**src/rtl/axicb_pkg.sv**
```systemverilog
// Shared types and helpers for the crossbar write-data scheduler.
package axicb_pkg;

    typedef enum logic [1:0] {
        IDLE  = 2'd0,
        ROUTE = 2'd1,
        DRAIN = 2'd2
    } wsched_state_e;

    // Attribute FIFO depth: next power of two of the outstanding limit, at least 2.
    function automatic int unsigned wdata_fifo_depth(input int unsigned ostd_num);
        int unsigned n;
        n = (ostd_num < 32'd2) ? 32'd2 : ostd_num;
        return 32'd1 << $clog2(n);
    endfunction

endpackage

```
**src/rtl/axicb_scfifo.sv**
```systemverilog
// Single-clock register-file FIFO with registered full/empty flags.
module axicb_scfifo #(
    parameter int unsigned DEPTH      = 4,
    parameter int unsigned DATA_WIDTH = 8
) (
    input  logic                  aclk,
    input  logic                  aresetn,
    input  logic                  srst,
    input  logic                  push,
    input  logic [DATA_WIDTH-1:0] data_in,
    input  logic                  pull,
    output logic [DATA_WIDTH-1:0] data_out,
    output logic                  full,
    output logic                  empty
);

    localparam int unsigned ADDR_W = (DEPTH > 1) ? $clog2(DEPTH) : 1;
    localparam int unsigned CNT_W  = ADDR_W + 1;

    logic [DATA_WIDTH-1:0] mem [DEPTH];
    logic [ADDR_W-1:0]     wr_ptr;
    logic [ADDR_W-1:0]     rd_ptr;
    logic [CNT_W-1:0]      count;
    logic [CNT_W-1:0]      count_n;
    logic                  push_ok;
    logic                  pull_ok;

    assign push_ok  = push & ~full;
    assign pull_ok  = pull & ~empty;
    assign data_out = mem[rd_ptr];

    always_comb begin
        count_n = count;
        case ({push_ok, pull_ok})
            2'b10:   count_n = count + CNT_W'(1);
            2'b01:   count_n = count - CNT_W'(1);
            default: count_n = count;
        endcase
    end

    always_ff @(posedge aclk or negedge aresetn) begin
        if (!aresetn) begin
            wr_ptr <= '0;
            rd_ptr <= '0;
            count  <= '0;
            full   <= 1'b0;
            empty  <= 1'b1;
        end else if (srst) begin
            wr_ptr <= '0;
            rd_ptr <= '0;
            count  <= '0;
            full   <= 1'b0;
            empty  <= 1'b1;
        end else begin
            if (push_ok) wr_ptr <= wr_ptr + ADDR_W'(1);
            if (pull_ok) rd_ptr <= rd_ptr + ADDR_W'(1);
            count <= count_n;
            full  <= (count_n == CNT_W'(DEPTH));
            empty <= (count_n == '0);
        end
    end

    // Storage needs no reset; occupancy is tracked by the pointers.
    always_ff @(posedge aclk) begin
        if (push_ok) mem[wr_ptr] <= data_in;
    end

endmodule

```
**src/rtl/axicb_wdata_sched.sv**
```systemverilog
// Write-data scheduler: steers each W burst to the slave granted the matching AW,
// draining misrouted bursts locally and flagging beat-count mismatches.
module axicb_wdata_sched
    import axicb_pkg::*;
#(
    parameter int unsigned SLV_NB          = 4,
    parameter int unsigned MST_OSTDREQ_NUM = 4
) (
    input  logic              aclk,
    input  logic              srst,
    input  logic              aw_valid,
    input  logic              aw_ready,
    output logic              aw_full,
    input  logic [SLV_NB-1:0] aw_ix,
    input  logic              aw_mr,
    input  logic [7:0]        aw_len,
    input  logic              w_valid,
    input  logic              w_last,
    output logic              w_ready,
    output logic [SLV_NB-1:0] s_wvalid,
    input  logic [SLV_NB-1:0] s_wready,
    output logic [SLV_NB-1:0] w_grant,
    output logic              mr_wdone,
    output logic              len_err
);

    localparam int unsigned FIFO_DEPTH = wdata_fifo_depth(MST_OSTDREQ_NUM);
    localparam int unsigned ATTR_W     = 8 + SLV_NB + 1;

    wsched_state_e     state_q, state_n;
    logic [SLV_NB-1:0] cur_ix_q, cur_ix_n;
    logic [7:0]        cur_len_q, cur_len_n;
    logic [7:0]        beat_cnt_q, beat_cnt_n;
    logic              len_err_q, len_err_n;
    logic              mr_wdone_q, mr_wdone_n;

    logic              push;
    logic              pop;
    logic              beat;
    logic              fifo_full;
    logic              fifo_empty;
    logic [ATTR_W-1:0] attr_in;
    logic [ATTR_W-1:0] attr_head;
    logic              head_mr;
    logic [SLV_NB-1:0] head_ix;
    logic [7:0]        head_len;

    // Attribute record layout: {len, ix, mr}.
    assign push     = aw_valid & aw_ready;
    assign attr_in  = {aw_len, aw_ix, aw_mr};
    assign head_mr  = attr_head[0];
    assign head_ix  = attr_head[SLV_NB:1];
    assign head_len = attr_head[ATTR_W-1 -: 8];

    assign aw_full  = fifo_full;
    assign mr_wdone = mr_wdone_q;
    assign len_err  = len_err_q;

    axicb_scfifo #(
        .DEPTH      (FIFO_DEPTH),
        .DATA_WIDTH (ATTR_W)
    ) u_attr_fifo (
        .aclk     (aclk),
        .aresetn  (1'b1),
        .srst     (srst),
        .push     (push),
        .data_in  (attr_in),
        .pull     (pop),
        .data_out (attr_head),
        .full     (fifo_full),
        .empty    (fifo_empty)
    );

    // Next-state, steering and end-of-burst bookkeeping.
    always_comb begin
        state_n    = state_q;
        cur_ix_n   = cur_ix_q;
        cur_len_n  = cur_len_q;
        beat_cnt_n = beat_cnt_q;
        len_err_n  = 1'b0;
        mr_wdone_n = 1'b0;
        pop        = 1'b0;
        w_ready    = 1'b0;
        s_wvalid   = '0;
        w_grant    = '0;

        case (state_q)
            ROUTE: begin
                w_grant  = cur_ix_q;
                s_wvalid = cur_ix_q & {SLV_NB{w_valid}};
                w_ready  = |(cur_ix_q & s_wready);
            end
            DRAIN: begin
                w_ready = 1'b1;
            end
            default: begin
            end
        endcase

        beat = w_valid & w_ready;

        if (state_q == IDLE) begin
            pop = ~fifo_empty;
        end else if (beat) begin
            beat_cnt_n = (beat_cnt_q == 8'hFF) ? beat_cnt_q : beat_cnt_q + 8'd1;
            if (w_last) begin
                len_err_n  = (beat_cnt_q != cur_len_q);
                mr_wdone_n = (state_q == DRAIN);
                pop        = ~fifo_empty;
                state_n    = IDLE;
            end
        end

        // Loading the next head overrides the return to IDLE, so bursts chain without a bubble.
        if (pop) begin
            cur_ix_n   = head_ix;
            cur_len_n  = head_len;
            beat_cnt_n = '0;
            state_n    = head_mr ? DRAIN : ROUTE;
        end
    end

    always_ff @(posedge aclk) begin
        if (srst) begin
            state_q    <= IDLE;
            cur_ix_q   <= '0;
            cur_len_q  <= '0;
            beat_cnt_q <= '0;
            len_err_q  <= 1'b0;
            mr_wdone_q <= 1'b0;
        end else begin
            state_q    <= state_n;
            cur_ix_q   <= cur_ix_n;
            cur_len_q  <= cur_len_n;
            beat_cnt_q <= beat_cnt_n;
            len_err_q  <= len_err_n;
            mr_wdone_q <= mr_wdone_n;
        end
    end

    // Upstream must hold off AW while full; such a push would be dropped.
    always_ff @(posedge aclk) begin
        if (!srst) begin
            assert (!(push && fifo_full))
                else $error("axicb_wdata_sched: AW pushed while attribute FIFO full");
        end
    end

endmodule

```
**config.mk**
```make
export PLATFORM = sky130hd
export DESIGN_NAME = axicb_wdata_sched
export DESIGN_NICKNAME = d
export VERILOG_FILES = /design/src/rtl/axicb_pkg.sv /design/src/rtl/axicb_scfifo.sv /design/src/rtl/axicb_wdata_sched.sv
export SDC_FILE = /design/constraint.sdc
export NUM_CORES = 1
export LEC_CHECK = 0
export BUFFER_PORTS_ARGS = -buffer_cell sky130_fd_sc_hd__buf_2
export CORE_ASPECT_RATIO = 0.8
export CORE_UTILIZATION = 30
export DETAILED_ROUTE_END_ITERATION = 16
export GPL_TIMING_DRIVEN = 0
export PLACE_DENSITY = 0.54
export SYNTH_ARGS = -nofsm -noshare
export SYNTH_HDL_FRONTEND = slang
export SYNTH_SLANG_ARGS = --single-unit
```
**constraint.sdc**
```tcl
create_clock -name aclk -period 3.53 [get_ports aclk]
set_input_delay 0.5295 -clock aclk [delete_from_list [all_inputs] [get_ports aclk]]
set_output_delay 0.5295 -clock aclk [all_outputs]
set_load 0.005 [all_outputs]
```
==> results of run 1 <==
-- routing by layer --
layer  track usage [%]  vias up  wire, um
li1                  -     1013         -
met1              15.8     1028      3510
met2              18.2       37      2970
met3              4.21        8       277
met4              4.73        0        84
met5                 0        -         0
-- synth_stat cells (3+ instances only) --
cell type / number
nand2_1: 4
a21oi_1: 10
and3_1: 3
ha_1: 9
nor2_1: 26
xnor2_1: 4
o21ai_0: 4
xor2_1: 10
edfxtp_1: 52
nand3_1: 5
clkbuf_1: 4
inv_1: 8
mux4_2: 13
dfxtp_1: 35
buf_6: 3
mux2i_1: 15
and2_1: 7
-- stage by stage --
stage | instances | hold WS (ns) | total power, W | utilization, % | setup slack, ns
after floorplan | 249 | 0.472 | 0.00184 | - | 0.901
after global placement | 430 | 0.498 | 0.00200 | 34.1 | 0.640
after detailed placement | 430 | 0.506 | 0.00202 | 34.1 | 0.661
after CTS | 446 | 0.394 | 0.00299 | 36.7 | 0.606
after global routing | 446 | 0.387 | 0.00312 | 36.7 | 0.417
final | 446 | 0.405 | 0.00295 | 36.7 | 0.580
-- worst max-delay path by stage --
stage                     from                 to  slack (ns)  cells after the start
floorplan           state_q[0]  u_attr_fifo.empty        0.90                     14
global placement    state_q[0]   u_attr_fifo.full        0.64                     13
detailed placement  state_q[0]   u_attr_fifo.full        0.66                     13
CTS                 state_q[0]   u_attr_fifo.full        0.61                     13
global route        state_q[0]  u_attr_fifo.empty        0.42                     14
finish              state_q[0]   u_attr_fifo.full        0.58                     13
-- cells by family (layout without fill, tap and decap cells) --
| kind of cell | after synthesis | after routing |
|---|---|---|
| fa+ha+maj | 10 | 10 |
| xor+xnor | 14 | 14 |
| compound gates | 28 | 28 |
| buf+inv | 17 | 66 |
| flops | 87 | 87 |
| simple gates | 65 | 65 |
| mux | 28 | 28 |
-- final cells by class --
type,instances,area [um2]
Sequential cell,87,2260
Fill cell,1132,7310
Tap cell,148,185
Timing Repair Buffer,33,165
Clock buffer,11,243
Inverter,8,30.0
Clock inverter,5,66.3
Buffer,9,61.3
Multi-Input combinational cell,145,1230
-- state kept, by name, summed over array words and instances, names as in the netlist, named ones only --
name,cells
u_attr_fifo.wr_ptr,2
cur_len_q,8
beat_cnt_q,8
u_attr_fifo.mem,52
mr_wdone,1
u_attr_fifo.full,1
u_attr_fifo.empty,1
len_err,1
u_attr_fifo.count,3
state_q,2
u_attr_fifo.rd_ptr,2
cur_ix_q,4
-- where the power goes --
| part | total, W | internal, W | switching (W) |
|---|---|---|---|
| combinational | 0.000702 | 0.000350 | 0.000352 |
| sequential | 0.00129 | 0.00120 | 0.0000925 |
| clock | 0.000962 | 0.000575 | 0.000387 |
| total | 0.00295 | 0.00212 | 0.000832 |
==> impl_metrics.ini, run 1 <==
[outcome]
outcome = finished clean

[place]
io_buffers = 33
hpwlAfterDp_um = 4780
place_area_um2 = 3940
place_congestion = 0.740

[logic_synthesis]
yosys_warnings = 0
ys_types = 43
avgSynthCellArea_um2 = 14.4
ys_seq_elements = 87
synth_ff_type = edfxtp_1
synth_top_area_share_pct = 43.5
synth_compound_area_share_pct = 5.41
async_reset_ff_share_pct = 0
synth_fa_ha_area_share_pct = 3.70
synth_top_family_by_area = multiplexers
synth-edff-count = 52
ys_seq_area_share_pct = 63.1
synthXorXnorAreaFrac_pct = 3.42
syn-instance-count = 249
yosys.area_share.simple_pct = 9.52
syn_nets = 282
synthTopCellsByArea = edfxtp_1, dfxtp_1, mux4_2, mux2i_1, ha_1
synth_mux_area_share_pct = 12.3
synth_largest_area_cell = edfxtp_1
syn_area_um2 = 3590

[clock_network]
clock_path_buffers = 2
cts_buffers = 9
post_cts.repair.setup_buffers = 0
cts_hold_buf = 0
clk_root_buffer_cell = clkbuf_16
path_clk_slew_ns = 0.07
post_cts_resized = 0
worstSkewPairLatency_ns = 0.34
clock_sink_count = 87
htree_levels = 3
cts_tree = done

[worst_setup_path]
cp_cell_sequence = inv_1 -> ha_1 -> and2_2 -> a31oi_1 -> a21oi_2 -> buf_6 -> buf_6 -> ha_1 -> fa_1 -> xnor2_1 -> nor2_1 -> xnor2_1 -> nor3_1
reg2regPathDepth = 13
critPathSlowestCell = fa_1
path_max_fanout = 10
reg2reg_setup_slack_ns = 0.58
crit_path_end_kind = flip-flop
timing.rr.end = u_attr_fifo.full
worstSetupPathType = reg -> reg
crit_required_ns = 3.76
cp.arrival_ns = 3.18
cp-start-kind = flip-flop
path_buf_inv = 3
critPathMaxStageDelay_ns = 0.38
reg2reg_from = state_q[0]
path_delay_family = adder cells

[drt]
first_pass_iters = 4
drc = 0
viasPerCell = 4.68
ant_nets = 0
wl_um = 6840
route.detailed.wl_per_inst_um = 15.3
num_vias = 2086
drtIter0Drc = 106

[sta]
setup_viol = 0
layout_min_cycle_time_ns = 2.95
fin_skew_ns = 0.00649
final_hold_viol_count = 0
slew_viol_final = 0
relSlewSlack_pct = 49.9
clock.fmax_mhz = 339
setup_tns_ns = 0
min_period_over_period_pct = 83.6
worst_slew_pin_slew_ns = 0.752
grt_setup_unrepaired = false

[grt]
grt_first_pass_wirelength_um = 11200
grt_pass1_vias = 2102
antenna_found_initial = 0
grt_overflow = 0
grt_max_degree = 16
grt_usage_pct = 12.0

[power_and_ir_drop]
power_leakage_nw = 1.60
peakVddDrop_uv = 366
power_density_nw_per_um2 = 696

[layout]
mostFrequentLayoutCell = edfxtp_1
syn_to_final_growth_pct = 18.4
design_area_um2 = 4250
drive_gt1_share_pct = 26.8
nets = 326
antennaDiodeCount = 0
most-common-layout-cells = edfxtp_1, dfxtp_1, buf_2, nor2_1, mux2i_1

[hold_path]
hp-start = aw_len[1]
hold_end = u_attr_fifo.mem[2][6]
hold_path.class = in -> reg
min_path_cells = 1

[floorplan]
die_w_um = 124
coreArea_um2 = 11600
start_util_pct = 31.0
rows = 35
die-area_um2 = 12400
num_io_pins = 35
die_h_um = 99.8

[run]
cap_violations = 0
Power figures use the tool's default switching activity.
==> run 2: changes to the inputs <==
--- a/config.mk
+++ b/config.mk
@@ -5,6 +5,7 @@
 export SDC_FILE = /design/constraint.sdc
 export NUM_CORES = 1
 export LEC_CHECK = 0
+export ABC_AREA = 1
 export BUFFER_PORTS_ARGS = -buffer_cell sky130_fd_sc_hd__buf_2
 export CORE_ASPECT_RATIO = 0.8
 export CORE_UTILIZATION = 30
==> constraint.sdc (replaced) <==
create_clock -name aclk -period 2.9 [get_ports aclk]
set_input_delay 0.435 -clock aclk [delete_from_list [all_inputs] [get_ports aclk]]
set_output_delay 0.435 -clock aclk [all_outputs]
set_load 0.005 [all_outputs]
==> run 2 against run 1 <==
Sequential share of layout area decreased by 2.8 points. Flip-flop and latch count unchanged. Largest power group unchanged. Utilization decreased by 0.18 points. Hold slack got worse by 0.093 ns. Final cell count increased by 32%. Cell area increased by 5.5%. Critical path depth increased by 3. Wire length increased by 16%. Clock power increased by 25%. Critical path type unchanged. Synthesized cell count increased by 48%. Sequential power increased by 22%. Setup slack got worse by 0.32 ns.
==> impl_metrics.ini, run 2 <==
[worst_setup_path]
crit_required_ns = 3.17
worstSetupPathType = reg -> reg
reg2regPathDepth = 16
timing.rr.end = u_attr_fifo.full
path_max_fanout = 10
startpoint = state_q[0]
crit_path_end_kind = flip-flop
reg2reg_setup_slack_ns = 0.26
reg2reg_from = state_q[0]
worstSetupEndpoint = u_attr_fifo.full
cp-start-kind = flip-flop
cp.arrival_ns = 2.91

[floorplan]
rows = 36
start_util_pct = 30.9
die_h_um = 102
die-area_um2 = 13100
coreArea_um2 = 12300
die_w_um = 128
num_io_pins = 35

[clock_network]
htree_levels = 3
clock_sink_count = 87
clock_path_buffers = 2
worstSkewPairLatency_ns = 0.34
path_clk_slew_ns = 0.06
cts_buffers = 9
cts_hold_buf = 0
clk_root_buffer_cell = clkbuf_16
cts_tree = done

[drt]
first_pass_iters = 4
viasPerCell = 4.41
drtIter0Drc = 186
ant_nets = 0
route.detailed.wl_per_inst_um = 13.4
wl_um = 7920
num_vias = 2601
drc = 0

[layout]
drive_gt1_share_pct = 18.1
syn_to_final_growth_pct = 18.4
reg.largest.list = u_attr_fifo.mem x52, beat_cnt_q x8, cur_len_q x8
utilization_pct = 36.6
most-common-layout-cells = nor2_1, edfxtp_1, nand2_1, buf_2, dfxtp_1
mostFrequentLayoutCell = nor2_1
largest_register_ffs = 52
nets = 447
regMostFlops = u_attr_fifo.mem
antennaDiodeCount = 0

[grt]
grt_max_degree = 14
grt_usage_pct = 13.0
grt_overflow = 0
grt_first_pass_wirelength_um = 12600
antenna_found_initial = 0
grt_pass1_vias = 2495

[place]
dp_worst_setup_slack_ns = 0.0909
place_congestion = 0.744
hpwlAfterDp_um = 5720
io_buffers = 34

[logic_synthesis]
syn_nets = 402
synthMostInstantiatedCell = nor2_1
ys_seq_elements = 87
synth_top_area_share_pct = 41.3
syn_area_um2 = 3780
ys_seq_area_share_pct = 59.8
synth_ff_type = edfxtp_1
syn-instance-count = 369
ys_types = 35
synth-edff-count = 52
synthTopCellsByArea = edfxtp_1, dfxtp_1, nor2_1, nand2_1, o21ai_0
synth_largest_area_cell = edfxtp_1
yosys_warnings = 0
avgSynthCellArea_um2 = 10.3
synthTopCellsByCount = nor2_1, edfxtp_1, nand2_1
async_reset_ff_share_pct = 0

[sta]
fin_skew_ns = 0.00643
setup_slack_ns = 0.258
clock.fmax_mhz = 378
slew_viol_final = 0
final_hold_viol_count = 0
worst_slew_pin_slew_ns = 1.29
setup_viol = 0
relSlewSlack_pct = 13.7
min_period_over_period_pct = 91.1
layout_min_cycle_time_ns = 2.64
grt_setup_unrepaired = false
setup_tns_ns = 0

[power_and_ir_drop]
power_leakage_nw = 1.73
power_density_nw_per_um2 = 866
peakVddDrop_uv = 346

[run]
cap_violations = 0

[outcome]
outcome = finished clean

[hold_path]
hold_path.class = in -> reg
hp-start = aw_len[3]
## run 2: cell count changes in the layout (fill, tap and decap cells not counted), sizes merged, moves of 3 or more
cell | before | now
nor2 | 26 | 76
nand2 | 4 | 51
o21ai | 5 | 30
inv | 9 | 29
mux2i | 15 | 1
mux4 | 13 | 0
nand3b | 0 | 12
o22ai | 0 | 12
and2 | 10 | 0
a21oi | 11 | 16
and3 | 5 | 0
nand4 | 0 | 5
or3 | 4 | 0
buf | 38 | 41
## run 2: cell type report
type | instances | area [um2]
plain buffers | 13 | 81.3
clock buffers | 11 | 233
clock inverters | 5 | 72.6
fillers | 1216 | 7770
inverters | 29 | 111
multi-input cells | 240 | 1330
flip-flops and latches | 87 | 2260
well taps | 171 | 214
repair buffers | 34 | 170
## run 2: through the flow
stage / cell area [um2] / hold slack, ns / instances / power (W)
2_1_floorplan: 3780 / 0.449 / 369 / 0.00241
3_3_place_gp: 4170 / 0.460 / 574 / 0.00270
3_5_place_dp: 4170 / 0.468 / 574 / 0.00272
4_1_cts: 4470 / 0.301 / 590 / 0.00392
5_1_grt: 4480 / 0.309 / 590 / 0.00411
6_report: 4480 / 0.312 / 590 / 0.00388
## run 2: timing repair
action / in CTS / in global routing
endpoints found under the setup margin: 0 / 1
buffers inserted: 0 / 0
resized for setup: 0 / 1
## run 2: logic make-up (layout without fill, tap and decap cells)
logic type,after synthesis,after routing,share of synthesized area (%)
adders and majority gates,10,10,3.51
AOI/OAI and AO/OA,61,61,9.16
xor gates and xnor gates,14,14,3.24
buffers and inverters,42,92,5.09
muxes,1,1,0.265
and+or+nand+nor,154,154,18.9
DFF,87,87,59.8
## run 2: worst min path at each step
stage	to	slack, ns	cells past startpoint
global route	u_attr_fifo.mem[3][6]	0.31	1
finish	u_attr_fifo.mem[1][8]	0.31	1
CTS	u_attr_fifo.mem[0][8]	0.30	1
detailed placement	flip-flop	0.47	2
floorplan	flip-flop	0.45	2
global placement	u_attr_fifo.rd_ptr[0]	0.46	2
## run 2: critical path, stage by stage (launching register included)
cell and delay, ns:
dfxtp_1 0.37, inv_1 0.08, ha_1 0.19, inv_1 0.14, nand2_2 0.09, nand4_4 0.09
nand2_4 0.10, nand2_4 0.10, inv_4 0.05, buf_12 0.14, ha_1 0.21, fa_1 0.39
a21oi_1 0.12, o21ai_0 0.11, xnor2_1 0.18, nand2_1 0.09, nor2_1 0.11
## run 2: where the power goes
group	leakage (nW)	total [W]	internal (W)	switching [W]
Sequential	0.759	0.00158	0.00147	0.000106
Combinational	0.823	0.00110	0.000422	0.000680
Clock	0.149	0.00120	0.000747	0.000449
## run 2: metal layers
layer	vias up	track usage [%]	share of wire, %
met5	-	0	0
met3	12	4.14	4.3
met1	1211	17.4	51
li1	1333	-	-
met4	0	3.57	1.1
met2	45	20.2	43
==> run 3: changes to the inputs <==
--- a/config.mk
+++ b/config.mk
@@ -12,6 +12,7 @@
 export DETAILED_ROUTE_END_ITERATION = 16
 export GPL_TIMING_DRIVEN = 0
 export PLACE_DENSITY = 0.54
+export RECOVER_POWER = 25
 export SYNTH_ARGS = -nofsm -noshare
 export SYNTH_HDL_FRONTEND = slang
 export SYNTH_SLANG_ARGS = --single-unit
==> run 3 against run 2 <==
Wire length rose by 0.10%. Critical path type unchanged. Highest routed layer unchanged. Global-route usage is the same. Clock-buffer cell count stayed put. Die area did not move. Clock skew decreased by 0.00050 ns. Largest cell class unchanged.
==> impl_metrics.ini, run 3 (synthesis results as in run 2) <==
[sta]
worst_slew_pin_slew_ns = 1.30
fin_skew_ns = 0.00593
setup_tns_ns = 0
min_period_over_period_pct = 91.2
relSlewSlack_pct = 13.1
layout_min_cycle_time_ns = 2.64
grt_setup_unrepaired = false
slew_viol_final = 0
clock.fmax_mhz = 378
whs_ns = 0.322
final_hold_viol_count = 0
setup_viol = 0

[floorplan]
die_h_um = 102
die-area_um2 = 13100
num_io_pins = 35
start_util_pct = 30.9
coreArea_um2 = 12300
rows = 36
die_w_um = 128

[place]
place_congestion = 0.744
place_inst = 574
io_buffers = 34
hpwlAfterDp_um = 5720

[drt]
drtIter0Drc = 186
drc = 0
route.detailed.wl_per_inst_um = 13.4
num_vias = 2590
ant_nets = 0
wl_um = 7930
first_pass_iters = 4
viasPerCell = 4.39

[clock_network]
post_cts.repair.setup_buffers = 0
clock_path_buffers = 2
path_clk_slew_ns = 0.06
clock_sink_count = 87
cts_buffers = 9
clk_root_buffer_cell = clkbuf_16
cts_tree = done
worstSkewPairLatency_ns = 0.34
htree_levels = 3

[layout]
ff_latch_area_um2 = 2260
regMostFlops = u_attr_fifo.mem
nets = 447
mostFrequentLayoutCell = nor2_1
fill_cells = 1220
largest_register_ffs = 52
antennaDiodeCount = 0
syn_to_final_growth_pct = 18.0
reg.largest.list = u_attr_fifo.mem x52, beat_cnt_q x8, cur_len_q x8
utilization_pct = 36.4
most-common-layout-cells = nor2_1, edfxtp_1, nand2_1, dfxtp_1, o21ai_0
stdcell_count = 590
multi_input_area_um2 = 1330
drive_gt1_share_pct = 15.8

[worst_setup_path]
cp-start-kind = flip-flop
reg2reg_setup_slack_ns = 0.26
path_max_fanout = 10
worstSetupPathType = reg -> reg
critPathSlowestCell = fa_1
reg2reg_from = state_q[0]
critPathMaxStageDelay_ns = 0.39
crit_path_end_kind = flip-flop
reg2regPathDepth = 16
crit_required_ns = 3.17
startpoint = state_q[0]
cp_cell_sequence = inv_1 -> ha_1 -> inv_1 -> nand2_2 -> nand4_4 -> nand2_4 -> nand2_4 -> inv_4 -> buf_12 -> ha_1 -> fa_1 -> a21oi_1 -> o21ai_0 -> xnor2_1 -> nand2_1 -> nor2_1
cp.arrival_ns = 2.91
timing.rr.end = u_attr_fifo.full

[grt]
grt_overflow = 0
antenna_found_initial = 0
grt_pass1_vias = 2495
grt_max_degree = 14
grt_first_pass_wirelength_um = 12600
grt_usage_pct = 13.0

[outcome]
outcome = finished clean

[hold_path]
min_path_cells = 1
hp-start = aw_len[5]
hold_end = u_attr_fifo.mem[0][10]
hold_path.class = in -> reg

[power_and_ir_drop]
peakVddDrop_uv = 345
power_density_nw_per_um2 = 868
power_leakage_nw = 1.70

[run]
cap_violations = 0
## run 3: cell count changes in the layout (fill, tap and decap cells not counted)
| cell | delta |
|---|---|
| buf_2 | -10 |
| clkbuf_1 | +10 |
## run 3: worst max-delay path by stage
stage	to	slack, ns	cells after the start
final	u_attr_fifo.full	0.26	16
after global routing	u_attr_fifo.full	0.05	16
after CTS	u_attr_fifo.full	0.19	16
after detailed placement	u_attr_fifo.full	0.09	17
after global placement	u_attr_fifo.full	0.12	17
after floorplan	u_attr_fifo.empty	0.49	15
## run 3: area by class of cell
type                       instances  area share, %
buffer                            13           1.82
clock inverter                     5           1.63
clock buffer                      11           5.21
sequential                        87           50.7
timing repair buffer              34           3.53
tap                              171           4.79
multi-input combinational        240           29.9
inverter                          29           2.49
## run 3: worst max-delay path: cells and delay by family (launching register included)
kind | cells | cell delay, ns
adder cells (fa/ha/maj) | 3 | 0.79
AO/OA/AOI/OAI | 2 | 0.23
XOR/XNOR | 1 | 0.18
buffers and inverters | 4 | 0.41
flip-flops | 1 | 0.37
AND/OR/NAND/NOR | 6 | 0.58
## run 3: what timing repair did
action,4_1_cts,5_1_grt
hold buffers,0,0
endpoints found under the setup margin,0,1
resized for setup,0,1
## run 3: metrics by stage
step	area [um2]	setup WS, ns	power, W
after global placement	4170	0.124	0.00270
after global routing	4470	0.0544	0.00411
after detailed placement	4170	0.0909	0.00272
after floorplan	3780	0.485	0.00241
final	4470	0.257	0.00387
after CTS	4470	0.186	0.00392
## run 3: power by group
group	internal [W]	switching, W	total (W)
Sequential	0.00147	0.000106	0.00158
Clock	0.000747	0.000446	0.00119
Combinational	0.000420	0.000680	0.00110
## run 3: metal layers
metal	wire length [um]	share of wire, %	track usage, %	vias up
met2	3450	43	20.2	44
met5	0	0	0	-
li1	-	-	-	1334
met1	4030	51	17.4	1200
met3	356	4.5	4.14	12
met4	90	1.1	3.57	0
